`config.mk`:
```
export PLATFORM = sky130hd
export DESIGN_NAME = andor_arbiter
export DESIGN_NICKNAME = d
export VERILOG_FILES = /design/src/rtl/andor_arb_pkg.sv /design/src/rtl/andor_eval.sv /design/src/rtl/andor_arbiter.sv
export SDC_FILE = /design/constraint.sdc
export NUM_CORES = 1
export LEC_CHECK = 0
export ABC_AREA = 1
export CORE_MARGIN = 2
export CORE_UTILIZATION = 47
export CTS_BUF_LIST = sky130_fd_sc_hd__clkbuf_2 sky130_fd_sc_hd__clkbuf_4 sky130_fd_sc_hd__clkbuf_8
export DETAILED_ROUTE_END_ITERATION = 6
export PLACE_DENSITY_LB_ADDON = 0.08
export SYNTH_ARGS = -nofsm -noshare
export SYNTH_HDL_FRONTEND = slang
export SYNTH_SLANG_ARGS = --single-unit
```
`constraint.sdc`:
```
create_clock -name CLK -period 1.95 [get_ports CLK]
set_clock_uncertainty 0.2 [all_clocks]
set_input_delay 0.2925 -clock CLK [delete_from_list [all_inputs] [get_ports CLK]]
set_output_delay 0.2925 -clock CLK [all_outputs]
set_load 0.03 [all_outputs]
```
`src/rtl/andor_arb_pkg.sv`:
```
// Shared types and constants for the AND-OR arbiter slice.
// Contents: FSM state encoding, operand width, operand bit positions.
package andor_arb_pkg;

    localparam int unsigned OP_W  = 4;
    localparam int unsigned A_BIT = 3;
    localparam int unsigned B_BIT = 2;
    localparam int unsigned C_BIT = 1;
    localparam int unsigned D_BIT = 0;

    typedef enum logic [1:0] {
        IDLE = 2'd0,
        EVAL = 2'd1,
        DONE = 2'd2
    } state_e;

endpackage : andor_arb_pkg

```
`src/rtl/andor_eval.sv`:
```
// Shared AND-OR evaluation unit: y = (A & B) | (C & D), purely combinational.
// Ports:
//   op_i  operand word {A,B,C,D}, A at the MSB
//   y_c   combinational result
module andor_eval
    import andor_arb_pkg::*;
(
    input  logic [OP_W-1:0] op_i,
    output logic            y_c
);

    assign y_c = (op_i[A_BIT] & op_i[B_BIT]) | (op_i[C_BIT] & op_i[D_BIT]);

endmodule : andor_eval

```
`src/rtl/andor_arbiter.sv`:
```
// Round-robin arbiter sharing one AND-OR evaluation unit between N_REQ requesters.
// Ports:
//   CLK, RST_N  clock (rising edge), asynchronous active-low reset
//   REQ         per-requester request level
//   OPS         operands, requester i owns OPS[4i+3:4i] = {A,B,C,D}
//   GNT         one-hot grant, held from grant edge through the DONE cycle
//   Y_OUT       registered result of the granted operation
//   VALID       one-cycle strobe marking Y_OUT for the requester in GNT
//   BUSY        high whenever the FSM is not idle
module andor_arbiter
    import andor_arb_pkg::*;
#(
    parameter int unsigned N_REQ       = 4,
    parameter int unsigned EVAL_CYCLES = 1
) (
    input  logic                  CLK,
    input  logic                  RST_N,
    input  logic [N_REQ-1:0]      REQ,
    input  logic [OP_W*N_REQ-1:0] OPS,
    output logic [N_REQ-1:0]      GNT,
    output logic                  Y_OUT,
    output logic                  VALID,
    output logic                  BUSY
);

    localparam int unsigned PTR_W = (N_REQ > 1) ? $clog2(N_REQ) : 1;
    localparam int unsigned CNT_W = 4;

    state_e             state_q, state_d;
    logic [N_REQ-1:0]   gnt_q, gnt_d;
    logic               y_q, y_d;
    logic               valid_q, valid_d;
    logic               busy_q, busy_d;
    logic [PTR_W-1:0]   ptr_q, ptr_d;
    logic [PTR_W-1:0]   win_q, win_d;
    logic [CNT_W-1:0]   cnt_q, cnt_d;
    logic [OP_W-1:0]    op_q, op_d;

    logic [PTR_W-1:0]   win_c;
    logic [OP_W-1:0]    op_sel_c;
    logic               y_eval_c;

    // First requester at or after ptr, scanning upward with wrap-around.
    function automatic logic [PTR_W-1:0] rr_pick(input logic [N_REQ-1:0] req,
                                                 input logic [PTR_W-1:0] ptr);
        logic        found;
        int unsigned idx;
        rr_pick = '0;
        found   = 1'b0;
        for (int unsigned k = 0; k < N_REQ; k++) begin
            idx = (32'(ptr) + k) % N_REQ;
            if (!found && req[PTR_W'(idx)]) begin
                rr_pick = PTR_W'(idx);
                found   = 1'b1;
            end
        end
    endfunction

    assign win_c = rr_pick(REQ, ptr_q);

    // Operand word of the current arbitration winner.
    always_comb begin
        op_sel_c = '0;
        for (int unsigned i = 0; i < N_REQ; i++) begin
            if (win_c == PTR_W'(i)) begin
                op_sel_c = OPS[i*OP_W +: OP_W];
            end
        end
    end

    andor_eval u_eval (
        .op_i (op_q),
        .y_c  (y_eval_c)
    );

    // Next-state and output decode; everything holds unless a transition says otherwise.
    always_comb begin
        state_d = state_q;
        gnt_d   = gnt_q;
        y_d     = y_q;
        valid_d = 1'b0;
        ptr_d   = ptr_q;
        win_d   = win_q;
        cnt_d   = cnt_q;
        op_d    = op_q;

        case (state_q)
            IDLE: begin
                if (|REQ) begin
                    win_d   = win_c;
                    gnt_d   = N_REQ'(1) << win_c;
                    op_d    = op_sel_c;
                    cnt_d   = CNT_W'(EVAL_CYCLES - 1);
                    state_d = EVAL;
                end
            end
            EVAL: begin
                if (cnt_q != '0) begin
                    cnt_d = cnt_q - 1'b1;
                end else begin
                    y_d     = y_eval_c;
                    valid_d = 1'b1;
                    ptr_d   = (win_q == PTR_W'(N_REQ - 1)) ? '0 : win_q + 1'b1;
                    state_d = DONE;
                end
            end
            DONE: begin
                gnt_d   = '0;
                state_d = IDLE;
            end
            default: begin
                gnt_d   = '0;
                state_d = IDLE;
            end
        endcase

        busy_d = (state_d != IDLE);
    end

    // State and output registers.
    always_ff @(posedge CLK or negedge RST_N) begin
        if (!RST_N) begin
            state_q <= IDLE;
            gnt_q   <= '0;
            y_q     <= 1'b0;
            valid_q <= 1'b0;
            busy_q  <= 1'b0;
            ptr_q   <= '0;
            win_q   <= '0;
            cnt_q   <= '0;
            op_q    <= '0;
        end else begin
            state_q <= state_d;
            gnt_q   <= gnt_d;
            y_q     <= y_d;
            valid_q <= valid_d;
            busy_q  <= busy_d;
            ptr_q   <= ptr_d;
            win_q   <= win_d;
            cnt_q   <= cnt_d;
            op_q    <= op_d;
        end
    end

    assign GNT   = gnt_q;
    assign Y_OUT = y_q;
    assign VALID = valid_q;
    assign BUSY  = busy_q;

endmodule : andor_arbiter

```
* Word-level counts from Yosys, hierarchy flattened
Cells that the tools add are included.
Cells by class: equal/unequal tests 7, shift operators 1, bitwise gates (word level) 5, muxes and demuxes 30, add/subtract/negate cells 5, order comparisons 4, reduce and logical (&&, ||, !) cells 16
Operator list (count):
- 2-to-1 mux 4 bit | 7
- one-hot mux 4 bit (2 select lines) | 2
- 2-to-1 mux 2 bit | 7
- less-than comparator 2 x 3 -> 1 bit (second input constant) | 4
- 2-to-1 mux 1 bit | 9
- binary-select mux 1 bit (select 2 bit) | 4
- == test 2 bit (second input constant) | 3
- AND reduction 2 bit | 3
- adder 2 x 1 -> 2 bit (second input constant) | 2
- adder 2 bit (second input constant) | 2
- == test 2 x 1 -> 1 bit (second input constant) | 2
- zero test 2 bit | 2
- != test 2 bit (second input constant) | 2
- one-hot mux 2 bit (2 select lines) | 1
- nonzero test 2 bit | 2
- nonzero test 4 bit | 1
- OR reduction 4 bit | 1
- left shift 1 x 2 -> 4 bit (first input constant) | 1
- subtractor 4 x 1 -> 4 bit (second input constant) | 1
- logical AND 1 bit | 3
- zero test 1 bit | 3
- AND reduction 3 bit | 1
- bitwise AND 1 bit | 2
- inverter 1 bit | 2
- bitwise OR 1 bit | 1
Storage, ports and cells: bits in registers 21, output and inout port bits 7

* Longest topological paths before layout
Gate-level depths: netlist of the first run.
depth after elaboration 17, depth in mapped cells 17, depth with buffers taken out 15

* Cells and area by module
Synthesis of the first run repeated with hierarchy kept, for this count alone.
Second synthesis, totals: cells, all modules 172, area, all modules 1317.5 um^2
By module, submodules not included:
- andor_arbiter | sequential area each 525.5 um^2, area an instance 1306.3 um^2, cells an instance 169, instances 1
- andor_eval | sequential area each 0.0 um^2, area an instance 11.3 um^2, cells an instance 3, instances 1

* Worst setup path before layout of the first run
Ideal clock, no wire load.
path type register to register, from register ptr_q[0], to register op_q[3], slack 0.111 ns, period minus slack after synthesis 1.839 ns, required time 1.634 ns, data arrival time 1.522 ns, stages on the path, launching flop included 15, library setup time 0.116 ns, buffers on the path 2, path through dfrtp_1 > buf_6 > inv_8 > nand2_1 > nand2_2 > nand2_1 > nand2_2 > nor2_4 > nand3_1 > nand3_2 > buf_8 > o21ai_1 > nand3_1 > nand2_1 > nand2_1
On the way: word-level cells in the longest chain between the ends 17, elaborated cells between the ends (all ways) 32, those cells by class add/sub (3); eq/ne (3); mux (19); reduce/logical (7)
RTL lines:
- from (decl) | line andor_arbiter.sv:34 | logic [PTR_W-1:0] ptr_q, ptr_d;
- from (signal assigned) | line andor_arbiter.sv:138 | ptr_q <= ptr_d;
- parallel branches: the longest is 11 deep, another holds adder 2 x 1 -> 2 bit
- 2-to-1 mux 2 bit (*) | line andor_arbiter.sv:52 | if (!found && req[PTR_W'(idx)]) begin
- zero test 2 bit | line andor_arbiter.sv:65 | if (win_c == PTR_W'(i)) begin
- 2-to-1 mux 4 bit (3 in series) | line andor_arbiter.sv:65
- 2-to-1 mux 4 bit (*) | line andor_arbiter.sv:65
- to (signal assigned) | line andor_arbiter.sv:141 | op_q <= op_d;
- to (decl) | line andor_arbiter.sv:37 | logic [OP_W-1:0] op_q, op_d;
Mark *: on every way between the ends. The select of a mux whose other input is x is not followed. A chain may end at the register's enable or synchronous reset.

* Worst setup path after layout of the first run
from register ptr_q[0], to register op_q[0]
The elaborated chain is that of the path after synthesis.

==> tab_implementation.tex, run 1 <==
\begin{tabular}{lr}
\hline
Metric & Value \\
\hline
\multicolumn{2}{l}{\textbf{Timing}} \\
Final setup TNS & -0.325 ns \\
Relative max-transition margin & 0.715 \\
Period utilisation layout & 1.05 \\
Actual slew at the worst max-slew pin & 0.425 ns \\
Fin worst setup slack & -0.0947 ns \\
Setup violators final & 8 \\
Slew Limit Fails & 0 \\
Period minus WS final & 2.04 ns \\
Number of endpoints with negative hold slack in the final report & 0 \\
Setup repair after global routing missed its margin & true \\
Highest clock frequency the design can meet & 0.489 GHz \\
\multicolumn{2}{l}{\textbf{Route}} \\
Iter 0 DRT Violations & 66 \\
Per-cell via count in the routed design & 5.26 \\
Final wirelength & 3.28 mm \\
Vias post-DR & 1353 \\
Antenna-violating nets left & 0 \\
Number of remaining DRC errors & 0 \\
Drt first pass iters & 4 \\
Routed WL per cell & 12.8 um \\
\multicolumn{2}{l}{\textbf{Outcome}} \\
Status & finished with violations \\
Violated checks & setup timing \\
\multicolumn{2}{l}{\textbf{Global routing}} \\
Gr ovfl total & 0 \\
Overall track demand over capacity in global routing & 0.212 \\
Maximum number of pins on one net before global-route repair & 22 \\
Number of antenna violations at the first check in global routing & 0 \\
Number of global-route vias before repair & 1319 \\
Global-route wire length before repair & 5.47 mm \\
\multicolumn{2}{l}{\textbf{Worst setup path}} \\
CP Max Fanout & 8 \\
Type of the worst setup path & flop to flop \\
Crit path cell chain & inv\_8 -> nand2\_2 -> nand3\_1 -> nand2\_1 -> nand2\_1 -> inv\_2 -> o21ai\_2 -> nand2\_4 -> o21ai\_2 -> nand3\_1 -> nand2\_1 -> nand2\_1 \\
Buffering stage count on the worst path with inverters included & 2 \\
Arrival time of the worst setup path & 2.05 ns \\
Kind of end point of the critical path & flop \\
Cell occurring most often along the worst timing path & sky130\_fd\_sc\_hd\_\_nand2\_1 \\
Critical-path top delay cell & sky130\_fd\_sc\_hd\_\_dfrtp\_2 \\
Data required time at the worst endpoint & 1.96 ns \\
Largest delay contributor family on the critical path & simple AND/OR/NAND/NOR gates \\
Category of the worst setup path launch point & flop \\
Crit path largest cell delay & 0.51 ns \\
\multicolumn{2}{l}{\textbf{Logic synthesis}} \\
Synth Instances & 175 \\
Async set-or-reset flop fraction in the synthesized netlist & 1.00 \\
Post-synth net total & 200 \\
Number of synthesized register bits & 21 \\
Cell area after synthesis & 0.00133 mm\^{}2 \\
Average footprint of a synthesized cell & 7.61 um\^{}2 \\
Most instantiated flip-flop cell in the synthesis netlist & sky130\_fd\_sc\_hd\_\_dfrtp\_1 \\
Sequential fraction of the synthesis area & 0.395 \\
Number of synthesis warnings & 0 \\
Number of enable-type register cells in the synthesized netlist & 0 \\
Number of distinct library cell variants in the gate-level netlist after synthesis & 27 \\
\multicolumn{2}{l}{\textbf{Layout}} \\
Final core occ & 0.698 \\
Net total in the final layout & 252 \\
Area growth from synthesis to layout & 43.3\% \\
Fill cell total of the finished layout & 227 \\
Post-route cell area & 0.00191 mm\^{}2 \\
Area of the multi-input gates & 782 um\^{}2 \\
Antenna diode count & 0 \\
Fraction of final layout cells sized beyond drive strength 1 & 0.270 \\
Sequential Area & 527 um\^{}2 \\
\multicolumn{2}{l}{\textbf{Clocking}} \\
Clock latency on the worst-skew pair & 0.30 ns \\
Number of hold-repair buffers added at the cts stage & 0 \\
H-tree levels & 1 \\
Clock transition at the registers of the reported paths & 0.11 ns \\
TritonCTS clock tree & built \\
Clock buffers created by TritonCTS & 3 \\
Clock root buffer & sky130\_fd\_sc\_hd\_\_clkbuf\_4 \\
Buffer levels on the longest clock path & 2 \\
Clock sinks & 21 \\
\multicolumn{2}{l}{\textbf{Place}} \\
Placed inst area & 0.00174 mm\^{}2 \\
Routability-driven placement congestion ratio & 0.926 \\
HPWL reported at the end of detailed placement & 2.41 mm \\
Post-placement worst setup slack & -0.391 ns \\
Input/output buffers & 28 \\
\multicolumn{2}{l}{\textbf{Worst hold path}} \\
Path class of the lowest-slack min-delay path & input pin to async pin \\
\multicolumn{2}{l}{\textbf{Power}} \\
Largest vdd supply drop & 0.00151 V \\
Leak Pwr & 0.930 nW \\
Pwr Density & 1970 mW/mm\^{}2 \\
\multicolumn{2}{l}{\textbf{Die}} \\
Core outline area & 0.00273 mm\^{}2 \\
Floorplan die height & 57.2 um \\
Ports placed on the boundary & 29 \\
Die X & 57.2 um \\
Effective utilization at floorplan & 0.487 \\
Overall die area & 0.00327 mm\^{}2 \\
Number of placement rows & 19 \\
\multicolumn{2}{l}{\textbf{Run}} \\
Maximum capacitance violations & 0 \\
\hline
\end{tabular}
-- final timing paths --
path,startpoint,end,slack (ns),cells past startpoint
worst min register to register,op_q[1],op_q[1],0.30,2
max in group asynchronous,RST_N,ptr_q[0],1.21,2
worst max-delay path,ptr_q[0],op_q[0],-0.09,12
worst max register to register,ptr_q[0],op_q[0],-0.09,12
worst min-delay path,RST_N,cnt_q[2],0.11,2
min in group CLK,op_q[1],op_q[1],0.30,2
-- power breakdown --
part,internal (mW),switching [mW]
combinational,1.15,1.64
clock,0.0766,0.130
sequential,0.639,0.128
total,1.87,1.89
-- cells in the mapped netlist (2+ instances only) --
library cell	n	area, um^2
sky130_fd_sc_hd__nand2_1	53	199
sky130_fd_sc_hd__nand3_1	25	125
sky130_fd_sc_hd__dfrtp_1	21	526
sky130_fd_sc_hd__nor2_1	13	48.8
sky130_fd_sc_hd__inv_1	11	41.3
sky130_fd_sc_hd__nand2_2	10	62.6
sky130_fd_sc_hd__o21ai_0	7	35.0
sky130_fd_sc_hd__nand3b_1	5	37.5
sky130_fd_sc_hd__ha_1	3	37.5
sky130_fd_sc_hd__inv_2	3	11.3
sky130_fd_sc_hd__o21ai_1	3	15.0
sky130_fd_sc_hd__buf_6	2	22.5
sky130_fd_sc_hd__clkinv_1	2	7.51
sky130_fd_sc_hd__nor3_1	2	10.0
sky130_fd_sc_hd__o21ai_2	2	17.5
sky130_fd_sc_hd__o31ai_2	2	25.0
-- worst reg2reg max path: cells and delay by family, from the launching register on --
kind	cells	cell delay, ns
flops	1	0.51
compound gates	2	0.38
buf+inv	2	0.16
simple gates	8	0.71
-- cell usage in the layout, fill, tap and decap left out, types with 2 or more instances in the layout --
cell type,instances
sky130_fd_sc_hd__nand2_1,48
sky130_fd_sc_hd__clkdlybuf4s50_1,28
sky130_fd_sc_hd__nand3_1,22
sky130_fd_sc_hd__dfrtp_1,20
sky130_fd_sc_hd__buf_4,20
sky130_fd_sc_hd__nor2_1,13
sky130_fd_sc_hd__nand2_2,11
sky130_fd_sc_hd__inv_1,10
sky130_fd_sc_hd__o21ai_0,6
sky130_fd_sc_hd__nand2_4,5
sky130_fd_sc_hd__nand3b_1,5
sky130_fd_sc_hd__inv_2,4
sky130_fd_sc_hd__o21ai_2,4
sky130_fd_sc_hd__nand3_2,3
sky130_fd_sc_hd__ha_1,3
sky130_fd_sc_hd__clkbuf_4,3
sky130_fd_sc_hd__nor2_4,2
sky130_fd_sc_hd__nor3_1,2
sky130_fd_sc_hd__o21ai_1,2
sky130_fd_sc_hd__clkinv_1,2
-- final cells by class --
class                      instances  share of cell area
sequential                        21               0.276
clock buffer                       3              0.0118
inverter                          17              0.0374
timing repair buffer              50               0.242
clock inverter                     1             0.00262
multi-input combinational        134               0.410
tap                               31              0.0203
-- per-layer routing --
metal | GRT usage | vias up | share of wire
met5 | 0 | - | 0
met4 | 0.0465 | 0 | 0.013
met3 | 0.0476 | 6 | 0.043
met2 | 0.356 | 38 | 0.49
met1 | 0.283 | 633 | 0.46
li1 | - | 676 | -
-- flip-flops by register name (all words and copies together) (netlist names) --
| register | cells |
|---|---|
| VALID | 1 |
| state_q | 2 |
| GNT | 4 |
| win_q | 2 |
| ptr_q | 2 |
| Y_OUT | 1 |
| BUSY | 1 |
| cnt_q | 4 |
| op_q | 4 |
-- per-stage QoR --
stage          cells  hold slack, ns  power (mW)
5_1_grt          257           0.110        4.11
4_1_cts          254           0.109        3.47
6_report         257           0.111        3.76
2_1_floorplan    175          -0.203        2.46
3_3_place_gp     247           0.267        3.07
3_5_place_dp     247           0.270        3.14
-- cell families after synthesis --
kind of cell             after synthesis  synth area share
AND/OR/NAND/NOR                      111             0.383
buffers and inverters                 21            0.0921
AO/OA/AOI/OAI                         19             0.102
adder cells (fa/ha/maj)                3            0.0282
flip-flops                            21             0.395
-- timing repair --
action | in CTS | in global routing
pin swaps | 2 | 4
gates cloned | 1 | 0
setup buffers | 2 | 3
endpoints found under the setup margin | 9 | 12
gates resized for setup | 7 | 17
Power figures use the tool's default switching activity.
==> run 2: changes to the inputs <==
- CELL_PAD_IN_SITES_DETAIL_PLACEMENT: not set -> 0
- CELL_PAD_IN_SITES_GLOBAL_PLACEMENT: not set -> 1
- CORE_UTILIZATION: 47 -> 34
==> run 2 against run 1 <==
The flow still finishes with violations (setup timing); sequential share of layout area down 2.9 points; first-iteration DRC count unchanged; sequential cell count unchanged; die area up 35%; critical path type unchanged; critical endpoint is now op_q[3]; largest power group unchanged.
==> tab_implementation.tex, run 2 (synthesis gave the netlist of run 1 again) <==
\begin{tabular}{lr}
\hline
Metric & Value \\
\hline
\multicolumn{2}{l}{\textbf{Die}} \\
Ports placed on the boundary & 29 (unchanged) \\
Die X & 66.6 um (+16\%) \\
Floorplan die height & 66.6 um (+16\%) \\
Number of placement rows & 22 (+3) \\
Overall die area & 0.00443 mm\^{}2 (+35\%) \\
Effective utilization at floorplan & 0.358 (-0.129) \\
Core outline area & 0.00372 mm\^{}2 (+36\%) \\
\multicolumn{2}{l}{\textbf{Clocking}} \\
Clock latency on the worst-skew pair & 0.26 ns (-0.04 ns) \\
Buffer levels on the longest clock path & 2 (unchanged) \\
Clock sinks & 21 (unchanged) \\
TritonCTS clock tree & built \\
Clock transition at the registers of the reported paths & 0.07 ns (-0.04 ns) \\
Clock root buffer & sky130\_fd\_sc\_hd\_\_clkbuf\_8 \\
H-tree levels & 1 (unchanged) \\
Clock buffers created by TritonCTS & 3 (unchanged) \\
Number of hold-repair buffers added at the cts stage & 0 (unchanged) \\
\multicolumn{2}{l}{\textbf{Layout}} \\
Most common library cell in the layout ignoring fill and taps & sky130\_fd\_sc\_hd\_\_nand2\_1 \\
Commonest cells after routing, fill and taps aside & sky130\_fd\_sc\_hd\_\_nand2\_1, sky130\_fd\_sc\_hd\_\_buf\_4, sky130\_fd\_sc\_hd\_\_clkdlybuf4s50\_1 \\
Net total in the final layout & 263 (+4.4\%) \\
Fraction of final layout cells sized beyond drive strength 1 & 0.376 (+0.106) \\
Final cell count without fillers & 285 (+11\%) \\
Antenna diode count & 0 (unchanged) \\
Area growth from synthesis to layout & 60.6\% \\
\multicolumn{2}{l}{\textbf{Worst setup path}} \\
Kind of end point of the critical path & flop \\
Category of the worst setup path launch point & flop \\
Crit path largest cell delay & 0.49 ns (-0.02 ns) \\
Buffering stage count on the worst path with inverters included & 3 (+1) \\
Critical R2R Launch & ptr\_q[0] \\
Critical-path top delay cell & sky130\_fd\_sc\_hd\_\_dfrtp\_2 \\
Type of the worst setup path & flop to flop \\
Reg2reg end & op\_q[3] \\
Largest delay contributor family on the critical path & simple AND/OR/NAND/NOR gates \\
Cell occurring most often along the worst timing path & sky130\_fd\_sc\_hd\_\_nand2\_2 \\
Arrival time of the worst setup path & 1.99 ns (-0.06 ns) \\
Data required time at the worst endpoint & 1.90 ns (-0.06 ns) \\
CP Max Fanout & 8 (unchanged) \\
Crit path cell chain & inv\_8 -> nand2\_2 -> nand2\_2 -> nand2\_2 -> nand2\_4 -> buf\_6 -> o211ai\_1 -> buf\_4 -> nand2\_4 -> nand3\_1 -> nand3\_1 -> nand2\_2 -> nand2\_1 \\
Internal reg-to-reg setup slack & -0.08 ns (about the same) \\
Cells on worst reg2reg path & 13 (+1) \\
\multicolumn{2}{l}{\textbf{Timing}} \\
WHS & 0.184 ns (+0.0729 ns) \\
Actual slew at the worst max-slew pin & 0.399 ns (-0.0263 ns) \\
Number of endpoints with negative hold slack in the final report & 0 (unchanged) \\
Period minus WS final & 2.03 ns (-0.00997 ns) \\
Relative max-transition margin & 0.733 (+0.0176) \\
Highest clock frequency the design can meet & 0.491 GHz (+0.49\%) \\
Slew Limit Fails & 0 (unchanged) \\
Period utilisation layout & 1.04 (-0.00511) \\
Setup repair after global routing missed its margin & true \\
Fin worst setup slack & -0.0847 ns (+0.00997 ns) \\
Setup violators final & 5 (-3) \\
\multicolumn{2}{l}{\textbf{Worst hold path}} \\
Path class of the lowest-slack min-delay path & input pin to async pin \\
\multicolumn{2}{l}{\textbf{Route}} \\
Antenna-violating nets left & 0 (unchanged) \\
Final wirelength & 3.63 mm (+11\%) \\
Per-cell via count in the routed design & 4.85 (-7.8\%) \\
Drt first pass iters & 4 (unchanged) \\
Iter 0 DRT Violations & 66 (unchanged) \\
Routed WL per cell & 12.7 um (-0.29\%) \\
Number of remaining DRC errors & 0 (unchanged) \\
Vias post-DR & 1383 (+2.2\%) \\
\multicolumn{2}{l}{\textbf{Global routing}} \\
Maximum number of pins on one net before global-route repair & 22 (unchanged) \\
GR met2 Demand/Resource & 0.316 (-0.0401) \\
Met3 routing resource usage after global routing & 0.0203 (-0.0273) \\
Gr ovfl total & 0 (unchanged) \\
Overall track demand over capacity in global routing & 0.180 (-0.0328) \\
Global-route wire length before repair & 6.11 mm (+12\%) \\
Number of antenna violations at the first check in global routing & 0 (unchanged) \\
Number of global-route vias before repair & 1369 (+3.8\%) \\
GR Util met1 & 0.230 (-0.0525) \\
Most used routing layer & met2 \\
\multicolumn{2}{l}{\textbf{Place}} \\
HPWL reported at the end of detailed placement & 2.54 mm (+5.6\%) \\
Post-placement worst setup slack & -0.407 ns (-0.0153 ns) \\
Routability-driven placement congestion ratio & 0.809 (-13\%) \\
Cells after DPL & 268 (+8.5\%) \\
Input/output buffers & 28 (unchanged) \\
\multicolumn{2}{l}{\textbf{Power}} \\
Pwr Density & 2050 mW/mm\^{}2 (+3.8\%) \\
Largest vdd supply drop & 0.000887 V (-41\%) \\
Leak Pwr & 1.03 nW (+10\%) \\
\multicolumn{2}{l}{\textbf{Outcome}} \\
Violated checks & setup timing \\
Status & finished with violations \\
\multicolumn{2}{l}{\textbf{Run}} \\
Maximum capacitance violations & 0 (unchanged) \\
\hline
\end{tabular}
[run 2: repair_timing]
item,in CTS,in global routing
hold endpoints to repair,0,0
setup endpoints to repair,10,12
gates resized for setup,41,15
pin swaps,19,9
gates cloned,3,0
setup buffers,8,2
[run 2: layout make-up]
type / instances / area, um^2
Timing Repair Buffer: 59 / 526
Tap cell: 48 / 60.1
Inverter: 17 / 76.3
Multi-Input combinational cell: 136 / 900
Clock buffer: 4 / 48.8
Fill cell: 357 / 1580
Sequential cell: 21 / 528
[run 2: metrics by stage]
step | TNS (ns) | instance area (um^2) | total power [mW] | utilization
global placement | -3.99 | 1780 | 3.13 | 0.478
CTS | -0.311 | 2050 | 4.13 | 0.552
floorplan | 0 | 1330 | 2.46 | -
finish | -0.328 | 2140 | 4.38 | 0.575
global route | -1.50 | 2140 | 4.78 | 0.575
detailed placement | -4.03 | 1780 | 3.17 | 0.478
[run 2: metal layers]
metal / share of wire / wire (um)
met5: 0 / 0
met1: 0.47 / 1700
met4: 0.014 / 50
met2: 0.49 / 1780
met3: 0.026 / 96
[run 2: worst max-delay path by stage]
stage                  start       to  slack, ns  depth (start not counted)
finish              ptr_q[0]  op_q[3]      -0.08                         13
global route        ptr_q[0]  op_q[0]      -0.23                         14
detailed placement    REQ[1]   GNT[0]      -0.41                         10
CTS                 ptr_q[0]  op_q[2]      -0.06                         14
floorplan           ptr_q[0]  op_q[3]       0.11                         14
global placement      REQ[0]  op_q[0]      -0.38                         12
[run 2: power by group]
part / switching [mW] / total, mW / internal, mW / leakage [nW]
Combinational: 1.92 / 3.31 / 1.39 / 0.739
Sequential: 0.133 / 0.775 / 0.642 / 0.262
Clock: 0.135 / 0.295 / 0.159 / 0.0262
Total: 2.19 / 4.38 / 2.19 / 1.03
==> run 3: changes to the inputs <==
- ABC_AREA: 1 -> not set
- CORE_UTILIZATION: 34 -> 37
- TNS_END_PERCENT: not set -> 30
- clock period: 1.95 -> 2.3 ns (I/O delays scaled with it)
==> run 3 against run 2 <==
The flow now finishes without violations; cell count shrank 38%; global-route usage shrank 2.0 points; clock power shrank 38%.
==> tab_implementation.tex, run 3 <==
\begin{tabular}{lr}
\hline
Metric & Value \\
\hline
\multicolumn{2}{l}{\textbf{Outcome}} \\
Status & finished, final reports clean \\
\multicolumn{2}{l}{\textbf{Logic synthesis}} \\
Number of enable-type register cells in the synthesized netlist & 0 (unchanged) \\
Area fraction of the dominant cell type after synthesis & 0.480 (+0.0853) \\
Synth Instances & 109 (-38\%) \\
Number of distinct library cell variants in the gate-level netlist after synthesis & 32 (+19\%) \\
Number of synthesis warnings & 0 (unchanged) \\
Most instantiated flip-flop cell in the synthesis netlist & sky130\_fd\_sc\_hd\_\_dfrtp\_1 \\
Most common cell in the netlist & sky130\_fd\_sc\_hd\_\_dfrtp\_1 \\
Average footprint of a synthesized cell & 10.0 um\^{}2 (+32\%) \\
Number of synthesized register bits & 21 (unchanged) \\
Cell area after synthesis & 0.00109 mm\^{}2 (-18\%) \\
Dominant cell type by area after synthesis & sky130\_fd\_sc\_hd\_\_dfrtp\_1 \\
Post-synth net total & 134 (-33\%) \\
Largest cells by area after synthesis & sky130\_fd\_sc\_hd\_\_dfrtp\_1, sky130\_fd\_sc\_hd\_\_o21ai\_0, sky130\_fd\_sc\_hd\_\_mux2\_2, sky130\_fd\_sc\_hd\_\_nand2\_1, sky130\_fd\_sc\_hd\_\_o211a\_1 \\
Most instantiated cells after synthesis & sky130\_fd\_sc\_hd\_\_dfrtp\_1, sky130\_fd\_sc\_hd\_\_nand2\_1, sky130\_fd\_sc\_hd\_\_inv\_1 \\
Sequential fraction of the synthesis area & 0.480 (+0.0853) \\
Async set-or-reset flop fraction in the synthesized netlist & 1.00 (unchanged) \\
\multicolumn{2}{l}{\textbf{Global routing}} \\
Overall track demand over capacity in global routing & 0.160 (-0.0196) \\
Number of global-route vias before repair & 896 (-35\%) \\
Maximum number of pins on one net before global-route repair & 22 (unchanged) \\
Global-route wire length before repair & 4.13 mm (-33\%) \\
Number of antenna violations at the first check in global routing & 0 (unchanged) \\
Gr ovfl total & 0 (unchanged) \\
\multicolumn{2}{l}{\textbf{Layout}} \\
Area growth from synthesis to layout & 36.6\% \\
Commonest cells after routing, fill and taps aside & sky130\_fd\_sc\_hd\_\_clkdlybuf4s50\_1, sky130\_fd\_sc\_hd\_\_dfrtp\_1, sky130\_fd\_sc\_hd\_\_nand2\_1 \\
Fraction of final layout cells sized beyond drive strength 1 & 0.143 (-0.233) \\
Final core occ & 0.538 (-0.0379) \\
Most common library cell in the layout ignoring fill and taps & sky130\_fd\_sc\_hd\_\_clkdlybuf4s50\_1 \\
Net total in the final layout & 173 (-34\%) \\
Antenna diode count & 0 (unchanged) \\
\multicolumn{2}{l}{\textbf{Route}} \\
Vias post-DR & 917 (-34\%) \\
Routed WL per cell & 14.3 um (+12\%) \\
Final wirelength & 2.54 mm (-30\%) \\
Antenna-violating nets left & 0 (unchanged) \\
Per-cell via count in the routed design & 5.15 (+6.2\%) \\
Iter 0 DRT Violations & 18 (-73\%) \\
Drt first pass iters & 4 (unchanged) \\
Number of remaining DRC errors & 0 (unchanged) \\
\multicolumn{2}{l}{\textbf{Place}} \\
Input/output buffers & 28 (unchanged) \\
Routability-driven placement congestion ratio & 0.756 (-6.6\%) \\
HPWL reported at the end of detailed placement & 1.99 mm (-22\%) \\
\multicolumn{2}{l}{\textbf{Clocking}} \\
Clock transition at the registers of the reported paths & 0.12 ns (+0.05 ns) \\
Clock latency on the worst-skew pair & 0.32 ns (+0.06 ns) \\
Buffer levels on the longest clock path & 2 (unchanged) \\
Clock buffers created by TritonCTS & 3 (unchanged) \\
TritonCTS clock tree & built \\
Number of hold-repair buffers added at the cts stage & 0 (unchanged) \\
Gates resized, CTS repair & 0 (-100\%) \\
Clock sinks & 21 (unchanged) \\
Clock root buffer & sky130\_fd\_sc\_hd\_\_clkbuf\_4 \\
H-tree levels & 1 (unchanged) \\
Number of setup buffers added after CTS & 0 (-8) \\
\multicolumn{2}{l}{\textbf{Worst setup path}} \\
Arrival time of the worst setup path & 2.04 ns (+0.05 ns) \\
Buffering stage count on the worst path with inverters included & 1 (-2) \\
Data required time at the worst endpoint & 2.31 ns (+0.41 ns) \\
Number of logic stages on the critical path including buffering & 6 (-7) \\
CP Capture Point & op\_q[1] \\
CP Max Fanout & 5 (-3) \\
Crit path cell chain & clkdlybuf4s50\_1 -> a21boi\_0 -> o2bb2ai\_2 -> nor2\_2 -> mux2\_2 -> o211a\_1 \\
Crit path largest cell delay & 0.55 ns (+0.06 ns) \\
Type of the worst setup path & input pin to flop \\
Reg2reg end & Y\_OUT \\
Category of the worst setup path launch point & input pin \\
Largest delay contributor family on the critical path & compound AO/OA/AOI/OAI gates \\
Cells on worst reg2reg path & 6 (-7) \\
Internal reg-to-reg setup slack & 0.43 ns (+0.51 ns) \\
Kind of end point of the critical path & flop \\
Critical R2R Launch & cnt\_q[0] \\
Critical-path top delay cell & sky130\_fd\_sc\_hd\_\_clkdlybuf4s50\_1 \\
Beginning of the critical path & REQ[1] \\
\multicolumn{2}{l}{\textbf{Die}} \\
Die X & 58.4 um (-12\%) \\
Floorplan die height & 58.4 um (-12\%) \\
Ports placed on the boundary & 29 (unchanged) \\
Overall die area & 0.00341 mm\^{}2 (-23\%) \\
Effective utilization at floorplan & 0.394 (+0.0354) \\
Core outline area & 0.00278 mm\^{}2 (-25\%) \\
Number of placement rows & 19 (-14\%) \\
\multicolumn{2}{l}{\textbf{Timing}} \\
Actual slew at the worst max-slew pin & 0.425 ns (+0.0254 ns) \\
Period utilisation layout & 0.884 \\
WHS & 0.156 ns (-0.0279 ns) \\
Number of endpoints with negative hold slack in the final report & 0 (unchanged) \\
Highest clock frequency the design can meet & 0.492 GHz \\
Relative max-transition margin & 0.715 (-0.0183) \\
Setup violators final & 0 (-5) \\
Period minus WS final & 2.03 ns \\
Setup repair after global routing missed its margin & false \\
Slew Limit Fails & 0 (unchanged) \\
Final setup TNS & 0 ns (+0.328 ns) \\
\multicolumn{2}{l}{\textbf{Run}} \\
Maximum capacitance violations & 0 (unchanged) \\
\multicolumn{2}{l}{\textbf{Power}} \\
Pwr Density & 1180 mW/mm\^{}2 (-42\%) \\
Largest vdd supply drop & 0.000738 V (-17\%) \\
Leak Pwr & 0.681 nW (-34\%) \\
\multicolumn{2}{l}{\textbf{Worst hold path}} \\
Path class of the lowest-slack min-delay path & input pin to async pin \\
\hline
\end{tabular}
[run 3: changes by cell type after synthesis, sizes merged, moves of 4 or more]
| cell | change |
|---|---|
| nand2 | -51 |
| nor2 | -6 |
| inv | -5 |
| mux2 | +4 |
| nand3 | -26 |
| o2111ai | +4 |
| or2b | +4 |
| o211a | +4 |
| nand3b | -5 |
[run 3: where the power goes]
| part | internal, mW | leakage [nW] | switching [mW] |
|---|---|---|---|
| combinational | 0.433 | 0.404 | 0.501 |
| sequential | 0.531 | 0.259 | 0.113 |
| clock | 0.0651 | 0.0177 | 0.119 |
[run 3: area by class of cell]
cell class	count	area [um^2]
flip-flops and latches	21	526
fillers	266	1290
clock buffers	3	22.5
clock inverters	1	5.00
repair buffers	37	348
inverters	10	37.5
well taps	31	38.8
multi-input cells	75	518
[run 3: worst min-delay path by stage]
stage               startpoint  depth (start not counted)  slack (ns)       end
finish                   RST_N                          2        0.16      BUSY
global route             RST_N                          2        0.18      BUSY
CTS                      RST_N                          2        0.17     VALID
detailed placement      GNT[2]                          2        0.28    GNT[2]
global placement      win_q[1]                          2        0.27  win_q[1]
floorplan                RST_N                          0       -0.15      BUSY
[run 3: metal layers]
metal,part of all wire,vias to the layer above,global-route usage,wire length (um)
li1,-,456,-,-
met1,0.47,438,0.207,1180
met2,0.48,21,0.270,1230
met3,0.047,2,0.0505,119
met4,0.0043,0,0.0199,11
met5,0,-,0,0
[run 3: cells by family after synthesis]
logic type / Yosys count / synth area share
simple gates: 37 / 0.179
compound gates: 28 / 0.193
flops: 21 / 0.480
buf+inv: 13 / 0.0469
mux: 5 / 0.0503
fa+ha+maj: 3 / 0.0343
xor+xnor: 2 / 0.0160
[run 3: per-stage QoR]
step,instances,total power [mW],worst slack (ns),area [um^2]
after floorplan,109,1.23,0.526,1090
after global routing,178,1.92,0.136,1500
after CTS,178,1.78,0.261,1500
after detailed placement,174,1.59,-0.0962,1470
after global placement,174,1.55,-0.0352,1470
final,178,1.76,0.266,1500
